### src/rtl/imem_pkg.sv
// Shared types and defaults for the instruction-memory fetch controller.
//   state_e : controller FSM states (StPref only exists with IMEM_PREFETCH_EN)
//   owner_e : which port owns the transaction in flight
// Build option: IMEM_PREFETCH_EN adds the next-word prefetch state.
package imem_pkg;

  localparam int unsigned DefALength = 12;
  localparam int unsigned DefDLength = 8;

`ifdef IMEM_PREFETCH_EN
  typedef enum logic [1:0] {StIdle, StRead, StResp, StPref} state_e;
`else
  typedef enum logic [1:0] {StIdle, StRead, StResp} state_e;
`endif

  typedef enum logic {OwnerFetch, OwnerDebug} owner_e;

endpackage

### src/rtl/imem_rr_arb.sv
// Two-requester round-robin arbiter for the fetch and debug ports.
// Ports:
//   clk_i, rst_i : clock, asynchronous active-high reset
//   req_f_i      : fetch port request
//   req_d_i      : debug port request
//   accept_i     : controller is able to take a grant this cycle
//   gnt_o        : some request is present
//   owner_o      : port being granted
// On a collision the port that was not granted last wins. The pointer resets to
// debug-last so that the first collision after reset goes to fetch.
module imem_rr_arb
  import imem_pkg::*;
(
  input  logic   clk_i,
  input  logic   rst_i,
  input  logic   req_f_i,
  input  logic   req_d_i,
  input  logic   accept_i,
  output logic   gnt_o,
  output owner_e owner_o
);

  owner_e last_q, last_d;

  always_comb begin
    gnt_o = req_f_i | req_d_i;
    if (req_f_i && req_d_i) begin
      owner_o = (last_q == OwnerFetch) ? OwnerDebug : OwnerFetch;
    end else if (req_d_i) begin
      owner_o = OwnerDebug;
    end else begin
      owner_o = OwnerFetch;
    end
    last_d = last_q;
    if (accept_i && gnt_o) begin
      last_d = owner_o;
    end
  end

  always_ff @(posedge clk_i or posedge rst_i) begin
    if (rst_i) begin
      last_q <= OwnerDebug;
    end else begin
      last_q <= last_d;
    end
  end

endmodule

### src/rtl/imem_fetch_ctrl.sv
// Instruction-memory fetch controller: serves 32-bit words to a fetch port and
// a debug/loader port from a combinational byte-wide ROM, four beats per word,
// assembled big-endian (byte at base lands in [31:24]).
// Ports:
//   clk, rst           : clock, asynchronous active-high reset
//   f_req/f_addr       : fetch request (held until f_valid), address word-aligned
//   f_rdata/f_valid    : fetch word and one-cycle response strobe
//   d_req/d_addr       : debug request (held until d_valid), any alignment
//   d_rdata/d_valid    : debug word and one-cycle response strobe
//   mem_addr/mem_rdata : byte ROM address and same-cycle data
//   busy               : controller not idle
// Build option: IMEM_PREFETCH_EN reads the word after the last fetch into a
// one-word buffer while idle; a fetch hitting it responds the next cycle.
module imem_fetch_ctrl
  import imem_pkg::*;
#(
  parameter int unsigned A_length = DefALength,
  parameter int unsigned D_length = DefDLength
) (
  input  logic                clk,
  input  logic                rst,
  input  logic                f_req,
  input  logic [A_length-1:0] f_addr,
  output logic [31:0]         f_rdata,
  output logic                f_valid,
  input  logic                d_req,
  input  logic [A_length-1:0] d_addr,
  output logic [31:0]         d_rdata,
  output logic                d_valid,
  output logic [A_length-1:0] mem_addr,
  input  logic [D_length-1:0] mem_rdata,
  output logic                busy
);

  state_e              state_q, state_d;
  owner_e              owner_q, owner_d;
  logic [1:0]          beat_q, beat_d;
  logic [A_length-1:0] base_q, base_d;
  logic [31:0]         word_q, word_d;
  logic [31:0]         f_rdata_q, f_rdata_d;
  logic [31:0]         d_rdata_q, d_rdata_d;

  logic [31:0]         word_shift;
  logic [A_length-1:0] f_base;
  logic [1:0]          unused_f_addr;
  logic                sample;
  logic                arb_gnt;
  owner_e              arb_owner;

  assign f_base        = {f_addr[A_length-1:2], 2'b00};
  assign unused_f_addr = f_addr[1:0];
  // Each captured byte shifts in at the bottom, so the first byte ends up on top.
  assign word_shift    = (word_q << D_length) | 32'(mem_rdata);

`ifdef IMEM_PREFETCH_EN
  logic                buf_valid_q, buf_valid_d;
  logic [A_length-1:0] buf_addr_q, buf_addr_d;
  logic [31:0]         buf_data_q, buf_data_d;
  logic                pref_pend_q, pref_pend_d;
  logic [A_length-1:0] pref_addr_q, pref_addr_d;
  logic                buf_hit;

  assign buf_hit = buf_valid_q && (buf_addr_q == f_base);
  // A prefetch in progress is abandoned in favour of any real request.
  assign sample  = (state_q == StIdle) || (state_q == StPref);
`else
  assign sample  = (state_q == StIdle);
`endif

  imem_rr_arb u_arb (
    .clk_i    (clk),
    .rst_i    (rst),
    .req_f_i  (f_req),
    .req_d_i  (d_req),
    .accept_i (sample),
    .gnt_o    (arb_gnt),
    .owner_o  (arb_owner)
  );

  // State register
  always_ff @(posedge clk or posedge rst) begin
    if (rst) begin
      state_q <= StIdle;
    end else begin
      state_q <= state_d;
    end
  end

  // Datapath registers
  always_ff @(posedge clk or posedge rst) begin
    if (rst) begin
      owner_q     <= OwnerFetch;
      beat_q      <= '0;
      base_q      <= '0;
      word_q      <= '0;
      f_rdata_q   <= '0;
      d_rdata_q   <= '0;
`ifdef IMEM_PREFETCH_EN
      buf_valid_q <= 1'b0;
      buf_addr_q  <= '0;
      buf_data_q  <= '0;
      pref_pend_q <= 1'b0;
      pref_addr_q <= '0;
`endif
    end else begin
      owner_q     <= owner_d;
      beat_q      <= beat_d;
      base_q      <= base_d;
      word_q      <= word_d;
      f_rdata_q   <= f_rdata_d;
      d_rdata_q   <= d_rdata_d;
`ifdef IMEM_PREFETCH_EN
      buf_valid_q <= buf_valid_d;
      buf_addr_q  <= buf_addr_d;
      buf_data_q  <= buf_data_d;
      pref_pend_q <= pref_pend_d;
      pref_addr_q <= pref_addr_d;
`endif
    end
  end

  // Next-state logic
  always_comb begin
    state_d     = state_q;
    owner_d     = owner_q;
    beat_d      = beat_q;
    base_d      = base_q;
    word_d      = word_q;
    f_rdata_d   = f_rdata_q;
    d_rdata_d   = d_rdata_q;
`ifdef IMEM_PREFETCH_EN
    buf_valid_d = buf_valid_q;
    buf_addr_d  = buf_addr_q;
    buf_data_d  = buf_data_q;
    pref_pend_d = pref_pend_q;
    pref_addr_d = pref_addr_q;
`endif
    if (sample && arb_gnt) begin
      owner_d = arb_owner;
      beat_d  = '0;
      word_d  = '0;
      base_d  = (arb_owner == OwnerFetch) ? f_base : d_addr;
      state_d = StRead;
`ifdef IMEM_PREFETCH_EN
      pref_pend_d = 1'b0;
      if ((arb_owner == OwnerFetch) && buf_hit) begin
        state_d   = StResp;
        f_rdata_d = buf_data_q;
      end
`endif
    end else begin
      unique case (state_q)
        StIdle: begin
`ifdef IMEM_PREFETCH_EN
          if (pref_pend_q) begin
            state_d     = StPref;
            base_d      = pref_addr_q;
            beat_d      = '0;
            word_d      = '0;
            buf_valid_d = 1'b0;
            pref_pend_d = 1'b0;
          end
`endif
        end
        StRead: begin
          word_d = word_shift;
          beat_d = beat_q + 2'd1;
          if (beat_q == 2'd3) begin
            state_d = StResp;
            if (owner_q == OwnerFetch) begin
              f_rdata_d = word_shift;
            end else begin
              d_rdata_d = word_shift;
            end
          end
        end
        StResp: begin
          state_d = StIdle;
`ifdef IMEM_PREFETCH_EN
          if (owner_q == OwnerFetch) begin
            pref_pend_d = 1'b1;
            pref_addr_d = base_q + A_length'(3'd4);
          end
`endif
        end
`ifdef IMEM_PREFETCH_EN
        StPref: begin
          word_d = word_shift;
          beat_d = beat_q + 2'd1;
          if (beat_q == 2'd3) begin
            buf_data_d  = word_shift;
            buf_addr_d  = base_q;
            buf_valid_d = 1'b1;
            state_d     = StIdle;
          end
        end
`endif
        default: state_d = StIdle;
      endcase
    end
  end

  // Outputs
  always_comb begin
    busy     = (state_q != StIdle);
    f_valid  = (state_q == StResp) && (owner_q == OwnerFetch);
    d_valid  = (state_q == StResp) && (owner_q == OwnerDebug);
    mem_addr = '0;
    if (state_q == StRead) begin
      mem_addr = base_q + A_length'(beat_q);
    end
`ifdef IMEM_PREFETCH_EN
    if (state_q == StPref) begin
      mem_addr = base_q + A_length'(beat_q);
    end
`endif
  end

  assign f_rdata = f_rdata_q;
  assign d_rdata = d_rdata_q;

endmodule
### config.mk
export PLATFORM = sky130hd
export DESIGN_NAME = imem_fetch_ctrl
export DESIGN_NICKNAME = d
export VERILOG_FILES = /design/src/rtl/imem_pkg.sv /design/src/rtl/imem_rr_arb.sv /design/src/rtl/imem_fetch_ctrl.sv
export SDC_FILE = /design/constraint.sdc
export NUM_CORES = 1
export LEC_CHECK = 0
export ABC_CLOCK_PERIOD_IN_PS = 3400
export BUFFER_PORTS_ARGS = -buffer_cell sky130_fd_sc_hd__buf_4
export CELL_PAD_IN_SITES_DETAIL_PLACEMENT = 0
export CELL_PAD_IN_SITES_GLOBAL_PLACEMENT = 1
export CORE_UTILIZATION = 42
export CTS_CLUSTER_DIAMETER = 60
export DETAILED_ROUTE_END_ITERATION = 16
export GPL_TIMING_DRIVEN = 0
export PLACE_DENSITY_LB_ADDON = 0.1
export RECOVER_POWER = 25
export REMOVE_ABC_BUFFERS = 1
export SYNTH_ARGS = -nofsm -noshare
export SYNTH_HDL_FRONTEND = slang
export SYNTH_HIERARCHICAL = 1
export SYNTH_SLANG_ARGS = --single-unit
### constraint.sdc
create_clock -name clk -period 3.4 [get_ports clk]
set_input_delay 0.34 -clock clk [delete_from_list [all_inputs] [get_ports clk]]
set_output_delay 0.34 -clock clk [all_outputs]
set_load 0.02 [all_outputs]
==> out/results.txt, run 1 <==
The flow ran to the end, but the final reports show violations. The checks that failed: max-capacitance violations, max-slew violations. The number of cells on the worst reg-to-reg path is 5. The portion of the post-synthesis area used by sequential elements came out at 0.575.

The static leakage is 0.00279 uW. After synthesis the netlist holds a flip-flop and latch count of 106. Element type at the critical path end: a flop. The post-route clock period utilization works out to 0.788.

The most common cell after layout, fill and taps aside is dfrtp_1. The global-route met1 utilization is 0.243, and the data required time at the worst endpoint is 3.65 ns. The clock net sink count came out at 106.

The routed design has 9.52 mm of wire. The final net count was 520; the data arrival time of the worst path was 2.93 ns. Row generation in the floorplan step produced 37 rows.

Setup repair after global routing left no endpoint under its margin. For the number of cells in the design after placement, the log shows 604. Number of synthesized flops with an enable pin: 0. The biggest area contributor in the post-synthesis netlist is dfrtp_1. VDD sags by at most 0.000461 V. For the final database, setup skew stands at 0.0110 ns. The fraction of post-synthesis cell area in the top cell type by area was 0.570. The logs give 0 for the total count of hold-check failures in the final report and 35 for the count of distinct cell types in the synthesized netlist. No sink is reached through more buffers than the 2 on the longest clock path. For this run the aggregate overflow at the end of global routing stands at 0.

TritonCTS built the clock tree. The async set-reset flop share out of synthesis works out to 1.00. The logs give 2650 sq um for the area used by sequential logic in the layout and 0 ns for the sum of negative setup slack. The worst-margin pin slew came out at 1.69 ns. For the total number of vias, the log shows 3113. The count of cells in the finished layout, fillers not included, comes to 621. In this run the number of H-tree levels came out at 3. The run gives 11400 sq um as the floorplan die area. The clock reaches the later pin of the worst-skew pair after 0.36 ns. Clock tree synthesis selected as its root buffer the cell clkbuf_8. In the post-synthesis netlist, the biggest area contributors are dfrtp_1, mux2_4, mux2_2, nand2_1, nand3_1. Once detail routing completed, the nets flagged for antenna violations numbered 0. During synthesis, Yosys emitted a total of 6 warnings. The logs give 0.176 for the global-route usage over all layers and 6.12 mm for the post-DP HPWL. In this run, CTS created clock tree buffers numbering 9. The tools report the final weighted congestion in routability-driven placement as 0.757.

For the via count of the first global-routing pass, the log shows 3039. The mean instance size in the synthesized netlist is 12.3 sq um, and the layout filler cell count is 971. The most heavily used metal layer in global routing is met2.

The category of the most critical setup path is reg -> reg. The global routing met2 resource utilization came out at 0.277. The startpoint class of the critical path was a flop. The wire length of the first global-routing pass was 15.7 mm; the initial DRC count was 103. The tools report the count of boundary I/O pins as 115. The area overhead of the layout relative to synthesis came out at 22.6%.

The tools report the utilization after layout as 0.538. The logs give 0 for the number of antenna violations at the first check in global routing and 0.439 for the initial cell density of the core. The multi-input combinational cell area came out at 1820 sq um. The area of the core was 10500 sq um.

The post-detailed-route via-to-cell ratio was 5.01. The path category of the worst min-delay check was in -> reg. The number of maximum-capacitance violations was 1. The maximum net fanout on the critical path came out at 38. After clock tree synthesis, the clock-pin slew on the worst setup and hold paths is 0.10 ns.

For the number of inserted diodes, the log shows 0. Vertical die dimension: 107 um. Dividing total power by cell area gives a power density of 999 nW/um^2. The worst hold path was traced through 2 stages. Before antenna repair, the detailed router went through 4 iterations. Post-CTS timing repair inserted 0 buffers for setup. After detailed routing, the number of remaining DRC violations is 0. The tools report the count of endpoints failing setup in the final report as 0. In the final routed layout, each cell accounts on average for 15.3 um. The final max-slew violation count is 36. Among all flip-flop cells after synthesis, the most frequent one is dfrtp_1. Routing usage on met3: 0.0432. The library cells used most frequently in the layout, excluding fill and tap cells, are dfrtp_1, buf_4, nand2_1, clkbuf_1, mux2_2. The layout cell share with drive strength beyond 1 came out at 0.344. Relative slew slack: -0.130. Synthesis handed over a netlist of 374 instances. Entering global routing, the biggest net connects 71 pins. The netlist area before placement was 4610 sq um; the clock period minus worst slack was 2.68 ns. The count of buffers from port buffering is 112. The die is 107 um wide.

Derived from the worst setup path, the maximum achievable clock frequency is 373 MHz.
cells by family (layout without fill, tap and decap cells):
group                      after synthesis  in the layout  share of synthesized area
adders and majority gates                4              4                     0.0125
muxes                                   77             77                      0.209
buffers and inverters                   27            138                     0.0334
xor gates and xnor gates                 2              2                    0.00380
AOI/OAI and AO/OA                       26             26                     0.0301
DFF                                    106            106                      0.575
and+or+nand+nor                        132            132                      0.136
sequential cells by signal, summed over array words and instances, names as in the netlist:
signal        cells
d_rdata          32
f_rdata          32
word_q           24
base_q           12
beat_q            2
state_q           2
owner_q           1
u_arb/last_q      1
stage by stage:
step                      cell area (sq um)  total power, uW  hold WS [ns]  worst slack [ns]
after floorplan                        4480             3920         0.230             0.299
after detailed placement               5580             5090         0.371             0.691
after global routing                   5660             6040         0.142             0.561
final                                  5660             5650         0.153             0.720
after CTS                              5790             5900         0.126             0.673
after global placement                 5490             4980         0.353             -1.05
routing by layer:
metal | share of wire | vias up
li1 | - | 1486
met1 | 0.47 | 1549
met2 | 0.47 | 72
met3 | 0.048 | 6
met4 | 0.0075 | 0
met5 | 0 | -
cell type report:
type,count,share of cell area
clock inverter,7,0.0137
inverter,5,0.00354
sequential,106,0.469
clock buffer,9,0.0219
multi-input combinational,241,0.322
timing repair buffer,117,0.140
tap,136,0.0301
final timing paths:
path / from / to / slack [ns]
setup reg to reg: state_q[1] / f_rdata[19] / 0.72
hold reg to reg: f_rdata[28] / f_rdata[28] / 0.50
setup / recovery: state_q[1] / f_rdata[19] / 0.72
max in group asynchronous: rst / word_q[18] / 1.50
min in group asynchronous: rst / u_arb/last_q / 0.53
hold / removal: f_req / u_arb/last_q / 0.15
cell usage after synthesis, drive strengths merged, types with 2 or more instances:
library cell	count
a21oi	7
and2	3
buf	12
clkbuf	10
dfrtp	105
ha	3
inv	5
mux2	65
mux2i	12
nand2	73
nand2b	3
nand3	31
nand4	2
nor2	5
nor3b	3
nor4	3
o21ai	15
o31ai	2
or3	3
or4	2
power by group:
group | total [uW] | internal (uW) | leakage (uW) | switching (uW)
clock network | 800 | 349 | 0.0000991 | 451
logic | 2590 | 1130 | 0.00137 | 1460
registers | 2260 | 1840 | 0.00132 | 423
total | 5650 | 3320 | 0.00279 | 2340
timing repair:
item,4_1_cts,5_1_grt
gates resized for setup,0,0
hold buffers,1,0
setup endpoints to repair,0,0
hold endpoints to repair,1,0
worst max-delay path: stages (launching register included):
cell and delay [ns]:
dfrtp_1 0.47, nand2b_2 0.64, nor3b_4 0.68, buf_8 0.24, buf_8 0.18, mux2_2 0.35
No activity file was read; power rests on OpenSTA's default activity.
==> run 2: changes to the inputs <==
ABC_CLOCK_PERIOD_IN_PS = 2700   (was 3400)
clock period = 2.7 ns   (was 3.4 ns; I/O delays follow)
==> out/results.txt, run 2 (synthesized netlist as in run 1, its figures left out) <==
Commonest non-fill, non-tap cells in the layout: dfrtp_1, buf_4, nand2_1, clkbuf_1, mux2_2 (unchanged). The logs give 2 (unchanged) for the maximum clock insertion buffer count and 0.36 ns (about the same) for the clock latency at the later pin of the worst-skew pair. The setup slack on the worst flop-to-flop path came out at 0.23 ns (was 0.72 ns).

The number of detailed-route iterations in the first pass came out at 4 (unchanged). Number of instances on the worst hold path: 2 (unchanged). The total wire length was 9.74 mm (was 9.52 mm); the worst-margin pin slew was 1.67 ns (was 1.69 ns). Number of rows created at floorplan: 37 (unchanged). TritonCTS built the clock tree.

Maximum net fanout on the critical path: 38 (unchanged). Startpoint of the tightest hold check path: f_req (unchanged). The tools report the hold path endpoint as u_arb/last_q (unchanged). End of the worst register-to-register path: f_rdata[19] (unchanged).

The floorplan die area came out at 11400 sq um (unchanged). Launch instance of the worst register-to-register path: state_q[1] (unchanged). Most heavily used metal layer in global routing: met2 (unchanged). The final net count was 522 (was 520); the global routing met2 resource utilization was 0.277 (unchanged). The element type at the critical path end is an output port (was a flop).

The final max-slew violation count was 36 (unchanged); the power per standard cell area was 1260 nW/um^2 (was 999 nW/um^2). The die width was 107 um (unchanged). The tools report the peak supply drop as 0.000572 V (was 0.000461 V).

Subtracting the final worst setup slack from the clock period gives 2.52 ns. The total power consumption of the routed design is 7150 uW (was 5650 uW), and the count of boundary I/O pins is 115 (unchanged). Path category of the worst min-delay check: in -> reg (unchanged). The number of maximum-capacitance violations was 1 (unchanged); the utilization after layout was 0.540 (was 0.538). The count of endpoints failing setup in the final report is 0 (unchanged). Multi-input combinational cell area: 1830 sq um (was 1820 sq um).

The count of buffers from port buffering came out at 112 (unchanged). The internal portion of total power was 4190 uW (was 3320 uW). The clock-pin slew reported for the worst setup and hold paths after clock tree synthesis works out to 0.10 ns (about the same). Number of cells upsized or downsized after cts: 0 (unchanged). The non-filler instance count after layout is 623 (was 621), and the portion of total power attributed to combinational logic is 0.460 (was 0.459). The run finished, with violations left. The tools report the total number of vias as 3122 (was 3113). The global-route usage over all layers is 0.176 (unchanged). Initial DRC count: 120 (was 103). The total overflow reported by the global router was 0 (unchanged); the relative slew slack was -0.119 (was -0.130). The area overhead of the layout relative to synthesis was 23.0% (was 22.6%); the area of the core was 10500 sq um (unchanged). The run gives 0 (unchanged) as the remaining antenna violation count after routing. The switching power as a share of total power was 0.415 (was 0.413); the global-route met1 utilization was 0.243 (unchanged).

Failing checks: max-capacitance violations, max-slew violations (unchanged). The logic depth of the worst register-to-register path works out to 5 (unchanged). The post-detailed-route via-to-cell ratio is 5.01 (about the same), and the vertical die dimension is 107 um (unchanged).

The tools report the layout filler cell count as 970 (was 971). The static leakage is 0.00280 uW (was 0.00279 uW). The data required time at the worst endpoint was 2.43 ns (was 3.65 ns). The most common cell after layout, fill and taps aside was dfrtp_1 (unchanged). The average detailed-routed wire length per instance is 15.6 um (was 15.3 um).

The layout cell share with drive strength beyond 1 was 0.347 (was 0.344). Derived from the worst setup path, the maximum achievable clock frequency is 397 MHz. The tools report the total clock buffers created by CTS as 9 (unchanged). Portion of total power attributed to the clock network: 0.141 (about the same). The post-route clock period utilization is 0.934, and the number of inserted diodes is 0 (unchanged). The data arrival time of the worst path is 2.25 ns (was 2.93 ns), and the maximum number of pins on one net before global-route repair is 71 (unchanged). The area used by sequential logic in the layout came out at 2650 sq um (unchanged). The logs give 0.757 (unchanged) for the final weighted congestion in routability-driven placement and 106 (unchanged) for the clock net sink count.

The logs give 3047 (was 3039) for the via count of the first global-routing pass and 0 (unchanged) for the number of antenna violations at the first check in global routing. The startpoint class of the critical path is a flop (unchanged). The wire length of the first global-routing pass was 15.7 mm (about the same); the number of cells in the design after placement was 604 (unchanged). The initial cell density of the core was 0.439 (unchanged); the routing usage on met3 was 0.0432 (unchanged). The tools report the post-DP HPWL as 6.12 mm (unchanged).

Setup repair after global routing left no endpoint under its margin. The total count of hold-check failures in the final report was 0 (unchanged); the net switching power figure was 2960 uW (was 2340 uW). The number of DRC violations after detailed routing came out at 0 (unchanged). The CTS root buffer is clkbuf_8 (unchanged). The logs give 3 (unchanged) for the number of H-tree levels and 0.400 (about the same) for the part of the total power dissipated in sequential elements.

The category of the most critical setup path is reg -> out (was reg -> reg). The worst-case clock skew is 0.0113 ns (was 0.0110 ns).
-- run 2: metrics by stage --
step	cell area [sq um]	setup WS, ns	hold slack, ns	setup TNS [ns]
4_1_cts	5800	0.0929	0.0560	0
5_1_grt	5670	0.0286	0.0724	0
3_5_place_dp	5580	-0.00883	0.301	-0.0222
2_1_floorplan	4480	-0.331	0.160	-38.35
3_3_place_gp	5490	-1.68	0.283	-257.44
6_report	5670	0.179	0.0819	0
-- run 2: layout make-up --
class	instances	share of cell area
inverters	5	0.00353
multi-input cells	242	0.322
repair buffers	118	0.141
clock buffers	9	0.0218
clock inverters	7	0.0137
well taps	136	0.0300
flip-flops and latches	106	0.468
-- run 2: critical path, cell delays in order (launching register included) --
cell and delay, ns:
dfrtp_1 0.57, nand2b_2 0.80, nor2_1 0.07, mux2_2 0.29, buf_4 0.16
-- run 2: timing repair --
action,4_1_cts,5_1_grt
hold buffers,1,0
endpoints found under the hold margin,36,0
buffers inserted,1,0
cloned,0,1
endpoints found under the setup margin,13,27
pin swaps,1,0
-- run 2: power groups by stage --
| stage | Clock, uW | Sequential (uW) | Combinational, uW |
|---|---|---|---|
| 4_1_cts | 1040 | 2860 | 3530 |
| 2_1_floorplan | 0 | 3310 | 1620 |
| 3_5_place_dp | 0 | 2880 | 3530 |
| 5_1_grt | 1090 | 2970 | 3580 |
| 6_report | 1010 | 2860 | 3290 |
| 3_3_place_gp | 0 | 2850 | 3420 |
-- run 2: worst max-delay path by stage --
| stage | start | slack (ns) | to |
|---|---|---|---|
| after floorplan | rst | -0.33 | base_q[0] |
| after global placement | rst | -1.68 | f_rdata[14] |
| after detailed placement | state_q[1] | -0.009 | f_rdata[19] |
| after CTS | state_q[0] | 0.09 | d_rdata[18] |
| after global routing | state_q[1] | 0.03 | mem_addr[9] |
| final | state_q[1] | 0.18 | mem_addr[9] |
-- run 2: routing by layer --
metal	wire length, um	share of wire
met3	442	0.045
met1	4630	0.48
met4	91	0.0093
met2	4570	0.47
met5	0	0
